### src/rtl/wb_timer_if.sv
// wishbone_if: pipelined Wishbone bus bundle shared by the core LSU master and the wb_timer slave.
// Latency: none, wires only.
// Backpressure: stall is driven by the slave; the SLAVE modport owns rdata/ack/stall.
interface wishbone_if;
  logic        cyc;
  logic        stb;
  logic        we;
  logic [31:0] addr;
  logic [3:0]  sel;
  logic [31:0] wdata;
  logic [31:0] rdata;
  logic        ack;
  logic        stall;

  modport SLAVE  (input cyc, stb, we, addr, sel, wdata, output rdata, ack, stall);
  modport MASTER (output cyc, stb, we, addr, sel, wdata, input rdata, ack, stall);
endinterface

### src/rtl/wb_timer.sv
// wb_timer: pipelined Wishbone slave exposing RISC-V mtime/mtimecmp, driving a level timer interrupt.
// Latency: ack and rdata 1 cycle after acceptance; irq_timer_o 1 cycle after the compare changes.
// Backpressure: never stalls, one request per cycle. Optional prescaler when WB_TIMER_PRESCALER_EN is defined.
module wb_timer #(
  parameter logic [63:0] MTIME_RST    = 64'h0,
  parameter logic [63:0] MTIMECMP_RST = 64'hFFFF_FFFF_FFFF_FFFF,
  parameter int unsigned PRESCALE_W   = 16
) (
  input  logic      clk_i,
  input  logic      rstn_i,
  wishbone_if.SLAVE wb_if,
  output logic      irq_timer_o
);

  localparam logic [2:0] A_MTIME_LO    = 3'd0;
  localparam logic [2:0] A_MTIME_HI    = 3'd1;
  localparam logic [2:0] A_MTIMECMP_LO = 3'd2;
  localparam logic [2:0] A_MTIMECMP_HI = 3'd3;
  localparam logic [2:0] A_PRESCALE    = 3'd4;

  // Byte-lane merge: selected bytes come from the bus, the rest keep their old value.
  function automatic logic [31:0] f_merge(input logic [31:0] old_v,
                                          input logic [31:0] new_v,
                                          input logic [3:0]  sel);
    logic [31:0] res;
    res = old_v;
    for (int i = 0; i < 4; i++) begin
      if (sel[i]) res[8*i +: 8] = new_v[8*i +: 8];
    end
    return res;
  endfunction

  logic [63:0] r_mtime;
  logic [63:0] r_mtimecmp;
  logic        r_ack;
  logic [31:0] r_rdata;
  logic        r_irq;

  logic        w_acc;
  logic        w_wr;
  logic [2:0]  w_reg;
  logic        w_tick;
  logic [31:0] w_prescale_ext;
  logic [63:0] w_mtime_nxt;
  logic [63:0] w_mtimecmp_nxt;
  logic [31:0] w_rd_val;
  logic        w_unused;

  // Acceptance is cyc&stb; a write with sel=0 is acked but touches nothing.
  assign w_acc = wb_if.cyc & wb_if.stb;
  assign w_wr  = w_acc & wb_if.we & (|wb_if.sel);
  assign w_reg = wb_if.addr[4:2];

  // Upper address bits are decoded by the interconnect; byte offset is ignored.
  assign w_unused = &{1'b0, wb_if.addr[31:5], wb_if.addr[1:0]};

`ifdef WB_TIMER_PRESCALER_EN
  logic [PRESCALE_W-1:0] r_prescale;
  logic [PRESCALE_W-1:0] r_pcnt;
  logic                  w_wr_p;

  assign w_prescale_ext = 32'(r_prescale);
  assign w_wr_p         = w_wr & (w_reg == A_PRESCALE);
  assign w_tick         = (r_pcnt == r_prescale);

  // Prescale register and divider counter 0..P; writing P restarts the count.
  always_ff @(posedge clk_i or negedge rstn_i) begin
    if (!rstn_i) begin
      r_prescale <= '0;
      r_pcnt     <= '0;
    end else if (w_wr_p) begin
      r_prescale <= PRESCALE_W'(f_merge(w_prescale_ext, wb_if.wdata, wb_if.sel));
      r_pcnt     <= '0;
    end else if (w_tick) begin
      r_pcnt <= '0;
    end else begin
      r_pcnt <= r_pcnt + PRESCALE_W'(1);
    end
  end
`else
  logic w_unused_p;

  // No divider: mtime advances every cycle and register 4 reads as unmapped.
  assign w_prescale_ext = '0;
  assign w_tick         = 1'b1;
  assign w_unused_p     = (PRESCALE_W == 0);
`endif

  // Next-state for mtime/mtimecmp: a write to either mtime half replaces the selected
  // bytes and holds the whole counter for that cycle, so no carry crosses the halves.
  always_comb begin
    w_mtime_nxt    = w_tick ? (r_mtime + 64'd1) : r_mtime;
    w_mtimecmp_nxt = r_mtimecmp;
    if (w_wr) begin
      case (w_reg)
        A_MTIME_LO:    w_mtime_nxt    = {r_mtime[63:32], f_merge(r_mtime[31:0], wb_if.wdata, wb_if.sel)};
        A_MTIME_HI:    w_mtime_nxt    = {f_merge(r_mtime[63:32], wb_if.wdata, wb_if.sel), r_mtime[31:0]};
        A_MTIMECMP_LO: w_mtimecmp_nxt = {r_mtimecmp[63:32], f_merge(r_mtimecmp[31:0], wb_if.wdata, wb_if.sel)};
        A_MTIMECMP_HI: w_mtimecmp_nxt = {f_merge(r_mtimecmp[63:32], wb_if.wdata, wb_if.sel), r_mtimecmp[31:0]};
        default: ;
      endcase
    end
  end

  // Read mux over the registered values, i.e. read-before-write within a cycle.
  always_comb begin
    w_rd_val = '0;
    case (w_reg)
      A_MTIME_LO:    w_rd_val = r_mtime[31:0];
      A_MTIME_HI:    w_rd_val = r_mtime[63:32];
      A_MTIMECMP_LO: w_rd_val = r_mtimecmp[31:0];
      A_MTIMECMP_HI: w_rd_val = r_mtimecmp[63:32];
      A_PRESCALE:    w_rd_val = w_prescale_ext;
      default: ;
    endcase
  end

  // Timer state registers.
  always_ff @(posedge clk_i or negedge rstn_i) begin
    if (!rstn_i) begin
      r_mtime    <= MTIME_RST;
      r_mtimecmp <= MTIMECMP_RST;
    end else begin
      r_mtime    <= w_mtime_nxt;
      r_mtimecmp <= w_mtimecmp_nxt;
    end
  end

  // Bus response: ack one cycle after acceptance, rdata zero for writes.
  always_ff @(posedge clk_i or negedge rstn_i) begin
    if (!rstn_i) begin
      r_ack   <= 1'b0;
      r_rdata <= '0;
    end else begin
      r_ack   <= w_acc;
      r_rdata <= (w_acc && !wb_if.we) ? w_rd_val : '0;
    end
  end

  // Level interrupt from the current register values; no sticky state.
  always_ff @(posedge clk_i or negedge rstn_i) begin
    if (!rstn_i) begin
      r_irq <= 1'b0;
    end else begin
      r_irq <= (r_mtime >= r_mtimecmp);
    end
  end

  // A master that drops cyc after issuing a request abandons it, so its ack is withheld.
  assign wb_if.ack   = r_ack & wb_if.cyc;
  assign wb_if.rdata = r_rdata;
  assign wb_if.stall = 1'b0;
  assign irq_timer_o = r_irq;

endmodule

### src/flat_wrapper.sv
// flat-port wrapper written by rule: the top's interface ports become plain ports
module wb_timer_flat 
#(
  parameter logic [63:0] MTIME_RST    = 64'h0,
  parameter logic [63:0] MTIMECMP_RST = 64'hFFFF_FFFF_FFFF_FFFF,
  parameter int unsigned PRESCALE_W   = 16
)
  (clk_i, rstn_i, irq_timer_o, wb_if_cyc, wb_if_stb, wb_if_we, wb_if_addr, wb_if_sel, wb_if_wdata, wb_if_rdata, wb_if_ack, wb_if_stall);
  wishbone_if wb_if_i ();
  input  logic clk_i;
  input  logic rstn_i;
  output logic irq_timer_o;
  input wire logic [$bits(wb_if_i.cyc)-1:0] wb_if_cyc;
  input wire logic [$bits(wb_if_i.stb)-1:0] wb_if_stb;
  input wire logic [$bits(wb_if_i.we)-1:0] wb_if_we;
  input wire logic [$bits(wb_if_i.addr)-1:0] wb_if_addr;
  input wire logic [$bits(wb_if_i.sel)-1:0] wb_if_sel;
  input wire logic [$bits(wb_if_i.wdata)-1:0] wb_if_wdata;
  output wire logic [$bits(wb_if_i.rdata)-1:0] wb_if_rdata;
  output wire logic [$bits(wb_if_i.ack)-1:0] wb_if_ack;
  output wire logic [$bits(wb_if_i.stall)-1:0] wb_if_stall;
  assign wb_if_i.cyc = wb_if_cyc;
  assign wb_if_i.stb = wb_if_stb;
  assign wb_if_i.we = wb_if_we;
  assign wb_if_i.addr = wb_if_addr;
  assign wb_if_i.sel = wb_if_sel;
  assign wb_if_i.wdata = wb_if_wdata;
  assign wb_if_rdata = wb_if_i.rdata;
  assign wb_if_ack = wb_if_i.ack;
  assign wb_if_stall = wb_if_i.stall;
  wb_timer #(.MTIME_RST(MTIME_RST), .MTIMECMP_RST(MTIMECMP_RST), .PRESCALE_W(PRESCALE_W)) u_core (.clk_i(clk_i), .rstn_i(rstn_i), .wb_if(wb_if_i), .irq_timer_o(irq_timer_o));
endmodule
### config.mk
export PLATFORM = sky130hd
export DESIGN_NAME = wb_timer_flat
export DESIGN_NICKNAME = d
export VERILOG_FILES = /design/src/rtl/wb_timer_if.sv /design/src/rtl/wb_timer.sv /design/src/flat_wrapper.sv
export SDC_FILE = /design/constraint.sdc
export NUM_CORES = 1
export LEC_CHECK = 0
export CAP_MARGIN = 25
export CORE_MARGIN = 5
export CORE_UTILIZATION = 50
export DETAILED_ROUTE_END_ITERATION = 12
export GPL_TIMING_DRIVEN = 0
export PLACE_DENSITY = 0.72
export REMOVE_ABC_BUFFERS = 1
export SLEW_MARGIN = 10
export SYNTH_ARGS = -nofsm -noshare
export SYNTH_HDL_FRONTEND = slang
export SYNTH_SLANG_ARGS = --single-unit
### constraint.sdc
create_clock -name clk_i -period 5.12 [get_ports clk_i]
set_clock_uncertainty 0.05 [all_clocks]
set_input_delay 1.024 -clock clk_i [delete_from_list [all_inputs] [get_ports clk_i]]
set_output_delay 1.024 -clock clk_i [all_outputs]
set_load 0.01 [all_outputs]
==> results of run 1 <==
==> area by class of cell <==
class | count | area [sq um]
Clock buffer | 21 | 460
Timing Repair Buffer | 89 | 942
Sequential cell | 162 | 4130
Tap cell | 270 | 338
Multi-Input combinational cell | 923 | 5710
Clock inverter | 11 | 153
Inverter | 72 | 270
Fill cell | 1841 | 8360
==> flip-flops by register name, indices dropped and copies added, names as in the netlist <==
| name | flops |
|---|---|
| u_core.wb_if.rdata | 32 |
| u_core.r_mtimecmp | 64 |
| u_core.irq_timer_o | 1 |
| u_core.r_ack | 1 |
| u_core.r_mtime | 64 |
==> power groups by stage <==
| stage | combinational (mW) | sequential (mW) | clock (mW) |
|---|---|---|---|
| after floorplan | 0.749 | 1.73 | 0 |
| after global placement | 1.05 | 1.82 | 0 |
| after detailed placement | 1.10 | 1.83 | 0 |
| after CTS | 1.11 | 1.81 | 1.37 |
| after global routing | 1.27 | 1.85 | 1.43 |
| final | 1.12 | 1.82 | 1.35 |
==> how the worst max path moves through the flow <==
stage                             start                      to  slack [ns]  cells after the start
final                      wb_if_sel[1]      u_core.r_mtime[33]        0.94                      8
after global routing       wb_if_sel[0]      u_core.r_mtime[33]        0.87                      8
after global placement           rstn_i  u_core.wb_if.rdata[27]       -3.95                      1
after floorplan           wb_if_addr[4]      u_core.r_mtime[60]        0.49                      5
after CTS                  wb_if_sel[0]      u_core.r_mtime[33]        1.10                      8
after detailed placement   wb_if_sel[0]      u_core.r_mtime[33]        0.67                      8
==> metal layers <==
layer	up-vias	track usage	share of wire	routed length, um
met2	419	0.415	0.45	14100
met5	-	0	0	0
met4	0	0.0870	0.030	957
li1	4447	-	-	-
met3	72	0.0565	0.079	2480
met1	4641	0.368	0.44	13900
==> metrics by stage <==
| stage | setup WS, ns | std cells | power [mW] | hold slack, ns | TNS (ns) |
|---|---|---|---|---|---|
| final | 0.939 | 1548 | 4.29 | 0.437 | 0 |
| after global routing | 0.874 | 1548 | 4.54 | 0.452 | 0 |
| after CTS | 1.10 | 1548 | 4.28 | 0.438 | 0 |
| after detailed placement | 0.672 | 1516 | 2.92 | 0.429 | 0 |
| after global placement | -3.95 | 1504 | 2.87 | 0.422 | -895.73 |
| after floorplan | 0.494 | 1157 | 2.48 | 0.415 | 0 |
==> layout by cell type (no fill, tap or decap), drive strengths merged, types with 14 or more instances in the layout <==
master / instances
clkdlybuf4s50: 73
and3: 23
a21oi: 132
nand4: 30
dfstp: 64
nor3: 23
mux2i: 35
o22ai: 14
and4: 16
buf: 16
nor2: 177
nand3: 37
inv: 74
dfrtp: 98
o21ai: 57
ha: 65
mux2: 35
a211oi: 29
nand2: 134
clkbuf: 21
==> cell families (layout without fill, tap and decap cells) <==
kind of cell             Yosys count  after routing
other                              1              1
buffers and inverters            131            193
AO/OA/AOI/OAI                    291            291
AND/OR/NAND/NOR                  485            485
multiplexers                      70             70
XOR/XNOR                          11             11
adder cells (fa/ha/maj)           65             65
flip-flops                       162            162
==> worst max-delay path, stage by stage <==
cell and delay (ns):
clkdlybuf4s50_1 0.64, nor4_1 0.78, or3_2 0.67, buf_12 0.28
a21oi_1 0.10, nor3_1 0.53, a311oi_1 0.20, a211oi_1 0.24
==> results.md, run 1 <==
* Area leader, netlist: dfrtp_1
* Antenna cells at 0
* Synth warnings at 0
* Synthesized cell area at 0.0104 sq mm
* Number of synthesized register bits at 162
* Hold buffer count at cts at 0
* Sw frac at 0.345
* Setup crit end kind: flop
* Clock buffer depth at 2
* Synth Area per Inst at 8.54 sq um
* Flop-to-flop setup slack at 1.95 ns
* Max VDD drop at 0.000209 V
* Gr usage total at 0.265
* Setup Viol. Count Final at 0
* Crit path required time at 5.42 ns
* R2R Path End: u_core.r_mtime[33]
* Die Span X at 154 um
* # DRC at 0
* CTS H-tree depth at 4
* Worst-Margin Slew at 0.846 ns
* Adder-cell share of the synthesized area at 0.0783
* Row count at 52
* Total Wirelength at 31400 um
* Synth cell types at 74
* Hold path endpoint: u_core.r_mtimecmp[12]
* R2r worst-path depth at 6
* Switch Pwr at 1.48 mW
* Starting DRT DRC Count at 1008
* I/O pin total at 108
* Synth cell count leaders: 176 x nor2_1, 134 x nand2_1, 132 x a21oi_1
* Post-Synthesis Cells at 1216
* Max_slew headroom at 0.429
* Dpl hpwl at 22700 um
* CP Launch Type: input port
* Starting Density at 0.510
* Main combinational cell family by area after synthesis: simple AND/OR/NAND/NOR gates
* Area growth from synthesis to layout at 15.7%
* Clk_lat worst skew at 0.44 ns
* Largest net degree at the start of global routing at 90
* Pwr dens at 357 mW/mm^2
* Max_cap viols at 0
* Crit Path Class: in -> reg
* Wire per inst at 20.3 um
* HP Class: reg -> reg
* Clk root buf: clkbuf_16
* Leak Pwr at 4.88 nW
* Vias per cell at 6.19
* Fmax at 239 MHz
* Core outline area at 0.0204 sq mm
* Synth Flop Type: dfrtp_1
* Most common cell in the netlist: nor2_1
* Port Buf Inserts at 77
* Placed cell areas at 0.0114 sq mm
* Ys async rst share at 1.00
* Mux contribution to synthesized area at 0.0717
* Clk pin slew, worst setup/hold paths at 0.07 ns
* Design area at 0.0120 sq mm
* Critical path arrival at 4.48 ns
* Final worst path period share at 0.817
* Hold_sp: u_core.r_mtimecmp[12]
* Pins over their slew limit at 0
* Seq/Total Area, Yosys at 0.398
* Inserted Clock Buffers at 17
* Die height at 154 um
* Number of global-route vias before repair at 9196
* Routed Antenna Nets at 0
* Post-layout net count at 1403
* Hold path cells at 2
* Top-area cell type share of the netlist area at 0.236
* Fraction of the mapped netlist area in simple logic gates at 0.219
* Top cells by area, synth: dfrtp_1 24%, dfstp_2 16%, ha_1 7.8%
* Via count at 9579
* Final Hold Viols at 0
* Utilization after layout at 0.590
* Clock sink count at 162
* Die area at 0.0237 sq mm
* Unrepaired setup endpoints after global routing: false
* CP max FO at 32
* Layout cells sized above 1 at 0.137
* Placer Congestion at 0.963
* Total grt overflow at 0
* Final min period at 4.18 ns
* Post_cts resized at 0
* Post-synthesis compound-gate area fraction at 0.169
* Flop pwr share at 0.424
* Combinational Power Share at 0.261
* Initial antenna violation count at 0
* Number of flops mapped to enable cells by yosys at 0
* Internal power at 2.81 mW
* TritonCTS clock tree: yes
* Worst r2r src: u_core.r_mtime[5]
* Global-route wire length before repair at 50400 um
* Clk pwr share at 0.315
* Status: complete, no violations
* Post-CTS Repair Setup Buffers at 0
* DR pass1 iterations at 9
* Post-Synth XOR/XNOR Area at 0.00928
No activity file was read; power rests on OpenSTA's default activity.
==> inputs of run 2 (changes only) <==
--- a/config.mk
+++ b/config.mk
@@ -10,7 +10,7 @@
 export CORE_UTILIZATION = 50
 export DETAILED_ROUTE_END_ITERATION = 12
 export GPL_TIMING_DRIVEN = 0
-export PLACE_DENSITY = 0.72
+export PLACE_DENSITY = 0.74
 export REMOVE_ABC_BUFFERS = 1
 export SLEW_MARGIN = 10
 export SYNTH_ARGS = -nofsm -noshare
==> constraint.sdc (replaced) <==
create_clock -name clk_i -period 3.68 [get_ports clk_i]
set_clock_uncertainty 0.05 [all_clocks]
set_input_delay 0.736 -clock clk_i [delete_from_list [all_inputs] [get_ports clk_i]]
set_output_delay 0.736 -clock clk_i [all_outputs]
set_load 0.01 [all_outputs]
==> run 2 against run 1 <==
  * Utilization about the same
  * Clock-buffer cell count stayed put
  * Die area unchanged
  * Global-route usage grew 0.39 points
  * Design area about the same
  * Non-clock buffer count increased by 1
  * Critical path depth unchanged
  * First-iteration DRC count increased by 4.4%
  * Hold slack worse by 0.25 ns
  * Setup slack got worse by 0.68 ns
  * Register-to-register slack got worse by 1.2 ns
  * Clock power increased by 36%
  * Critical endpoint unchanged
==> results.md, run 2 (synthesized netlist as in run 1, its figures left out) <==
* Status: complete, no violations
* Leak Pwr at 4.87 nW (-0.35%)
* CP max FO at 32 (unchanged)
* Wire per inst at 20.4 um (+0.73%)
* Clock buffer depth at 2 (unchanged)
* I/O pin total at 108 (unchanged)
* Die height at 154 um (unchanged)
* CTS H-tree depth at 4 (unchanged)
* Clock sink count at 162 (unchanged)
* Routed Antenna Nets at 0 (unchanged)
* Layout cells sized above 1 at 0.139 (+0.00224)
* Antenna cells at 0 (unchanged)
* Starting DRT DRC Count at 1052 (+4.4%)
* Die Span X at 154 um (unchanged)
* Placer Congestion at 0.930 (-3.4%)
* Crit path required time at 3.97 ns (-1.45 ns)
* TritonCTS clock tree: yes
* Hold buffer count at cts at 0 (unchanged)
* Inserted Clock Buffers at 17 (unchanged)
* Max_cap viols at 0 (unchanged)
* Max_slew headroom at 0.337 (-0.0913)
* Dpl hpwl at 22900 um (+0.81%)
* Port Buf Inserts at 77 (unchanged)
* Most frequent cells in the layout: 175 x nor2_1, 134 x nand2_1, 132 x a21oi_1
* Largest net degree at the start of global routing at 106 (+18%)
* R2R Path End: u_core.r_mtime[61]
* Area growth from synthesis to layout at 15.7% (about the same)
* Number of global-route vias before repair at 9070 (-1.4%)
* Clk pin slew, worst setup/hold paths at 0.06 ns (about the same)
* Final worst slack at 0.260 ns (-0.679 ns)
* Pre-CTS setup slack at -0.511 ns (-1.18 ns)
* Crit Path Class: in -> reg
* Final Hold Viols at 0 (unchanged)
* Post-layout net count at 1404 (+0.071%)
* Setup Viol. Count Final at 0 (unchanged)
* Max VDD drop at 0.000239 V (+14%)
* CP Launch Type: input port
* Setup crit end kind: flop
* Final worst path period share at 0.929
* HP Class: in -> async
* # DRC at 0 (unchanged)
* Total Wirelength at 31700 um (+0.80%)
* Crit-path cells: clkdlybuf4s50_1, nor4_2, or3_4, buf_12, a21oi_1, nor3_1, a311oi_1, a211oi_1
* CP max-delay cell: clkdlybuf4s50_1
* Pwr dens at 492 mW/mm^2 (+38%)
* Worst-Margin Slew at 0.982 ns (+0.135 ns)
* Clk root buf: clkbuf_16
* Most common cell after layout, fill and taps aside: nor2_1
* DR pass1 iterations at 5 (-4)
* Gr usage total at 0.269 (+0.00392)
* Fmax at 292 MHz
* Pins over their slew limit at 0 (unchanged)
* Worst r2r src: u_core.r_mtime[9]
* Vias per cell at 6.15 (-0.69%)
* Final min period at 3.42 ns
* Die area at 0.0237 sq mm (unchanged)
* Via count at 9519 (-0.63%)
* Sum of negative setup slack at 0 ns (unchanged)
* Global-route wire length before repair at 51100 um (+1.4%)
* Starting Density at 0.510 (unchanged)
* Row count at 52 (unchanged)
* Initial antenna violation count at 0 (unchanged)
* Flop-to-flop setup slack at 0.74 ns (-1.21 ns)
* CP max stage delay at 0.65 ns (-0.13 ns)
* R2r worst-path depth at 6 (unchanged)
* Unrepaired setup endpoints after global routing: false
* Critical path arrival at 3.71 ns (-0.77 ns)
* # fillers at 1819 (-1.2%)
* Clk_lat worst skew at 0.43 ns (about the same)
* Core outline area at 0.0204 sq mm (unchanged)
* Total grt overflow at 0 (unchanged)
[run 2: cell count changes in the layout (fill, tap and decap cells not counted), sizes merged]
cell      delta
inv          -1
clkinvlp     +5
bufinv       -1
buf          +1
clkinv       -3
[run 2: timing repair]
action                                  4_1_cts  5_1_grt
setup buffers                                 0        0
endpoints found under the setup margin        4        5
resized for setup                             1        1
[run 2: layout make-up]
type | instances | area [sq um] | share of cell area
multi-input combinational | 923 | 5720 | 0.476
sequential | 162 | 4130 | 0.344
timing repair buffer | 90 | 950 | 0.0791
clock buffer | 21 | 470 | 0.0392
tap | 270 | 338 | 0.0281
inverter | 72 | 270 | 0.0225
clock inverter | 11 | 129 | 0.0107
[run 2: routing by layer]
layer,vias up,GRT usage,share of wire
li1,4440,-,-
met1,4597,0.380,0.44
met2,427,0.425,0.46
met3,55,0.0481,0.077
met4,0,0.0782,0.021
met5,-,0,0
[run 2: critical path: cells and delay by family]
kind,cells,cell delay (ns)
buffers and inverters,2,0.90
and+or+nand+nor,3,1.55
AOI/OAI and AO/OA,3,0.51
[run 2: through the flow]
stage	cells	cell area, sq um	power [mW]	hold slack (ns)	util
after floorplan	1157	10100	3.45	0.390	-
final	1549	12000	5.91	0.183	0.590
after global routing	1549	12000	6.26	0.221	0.590
after CTS	1549	12000	5.90	0.186	0.590
after detailed placement	1517	11400	4.06	0.429	0.560
after global placement	1504	11200	3.99	0.422	0.550
[run 2: report_power, final]
group          leakage (nW)  total, mW  internal (mW)  switching [mW]
logic                  2.76       1.55          0.683           0.868
clock network         0.266       1.83           1.06           0.772
registers              1.84       2.53           2.12           0.416
total                  4.87       5.91           3.85            2.06
[run 2: worst max path at each step]
stage                              from                     end  slack [ns]  depth (start not counted)
after detailed placement   wb_if_sel[0]      u_core.r_mtime[33]       -0.51                          8
after CTS                  wb_if_sel[0]      u_core.r_mtime[39]        0.21                          8
final                      wb_if_sel[1]      u_core.r_mtime[33]        0.26                          8
after global routing       wb_if_sel[1]      u_core.r_mtime[33]        0.09                          8
after floorplan           wb_if_addr[4]      u_core.r_mtime[60]       -0.66                          5
after global placement           rstn_i  u_core.wb_if.rdata[26]       -5.10                          1
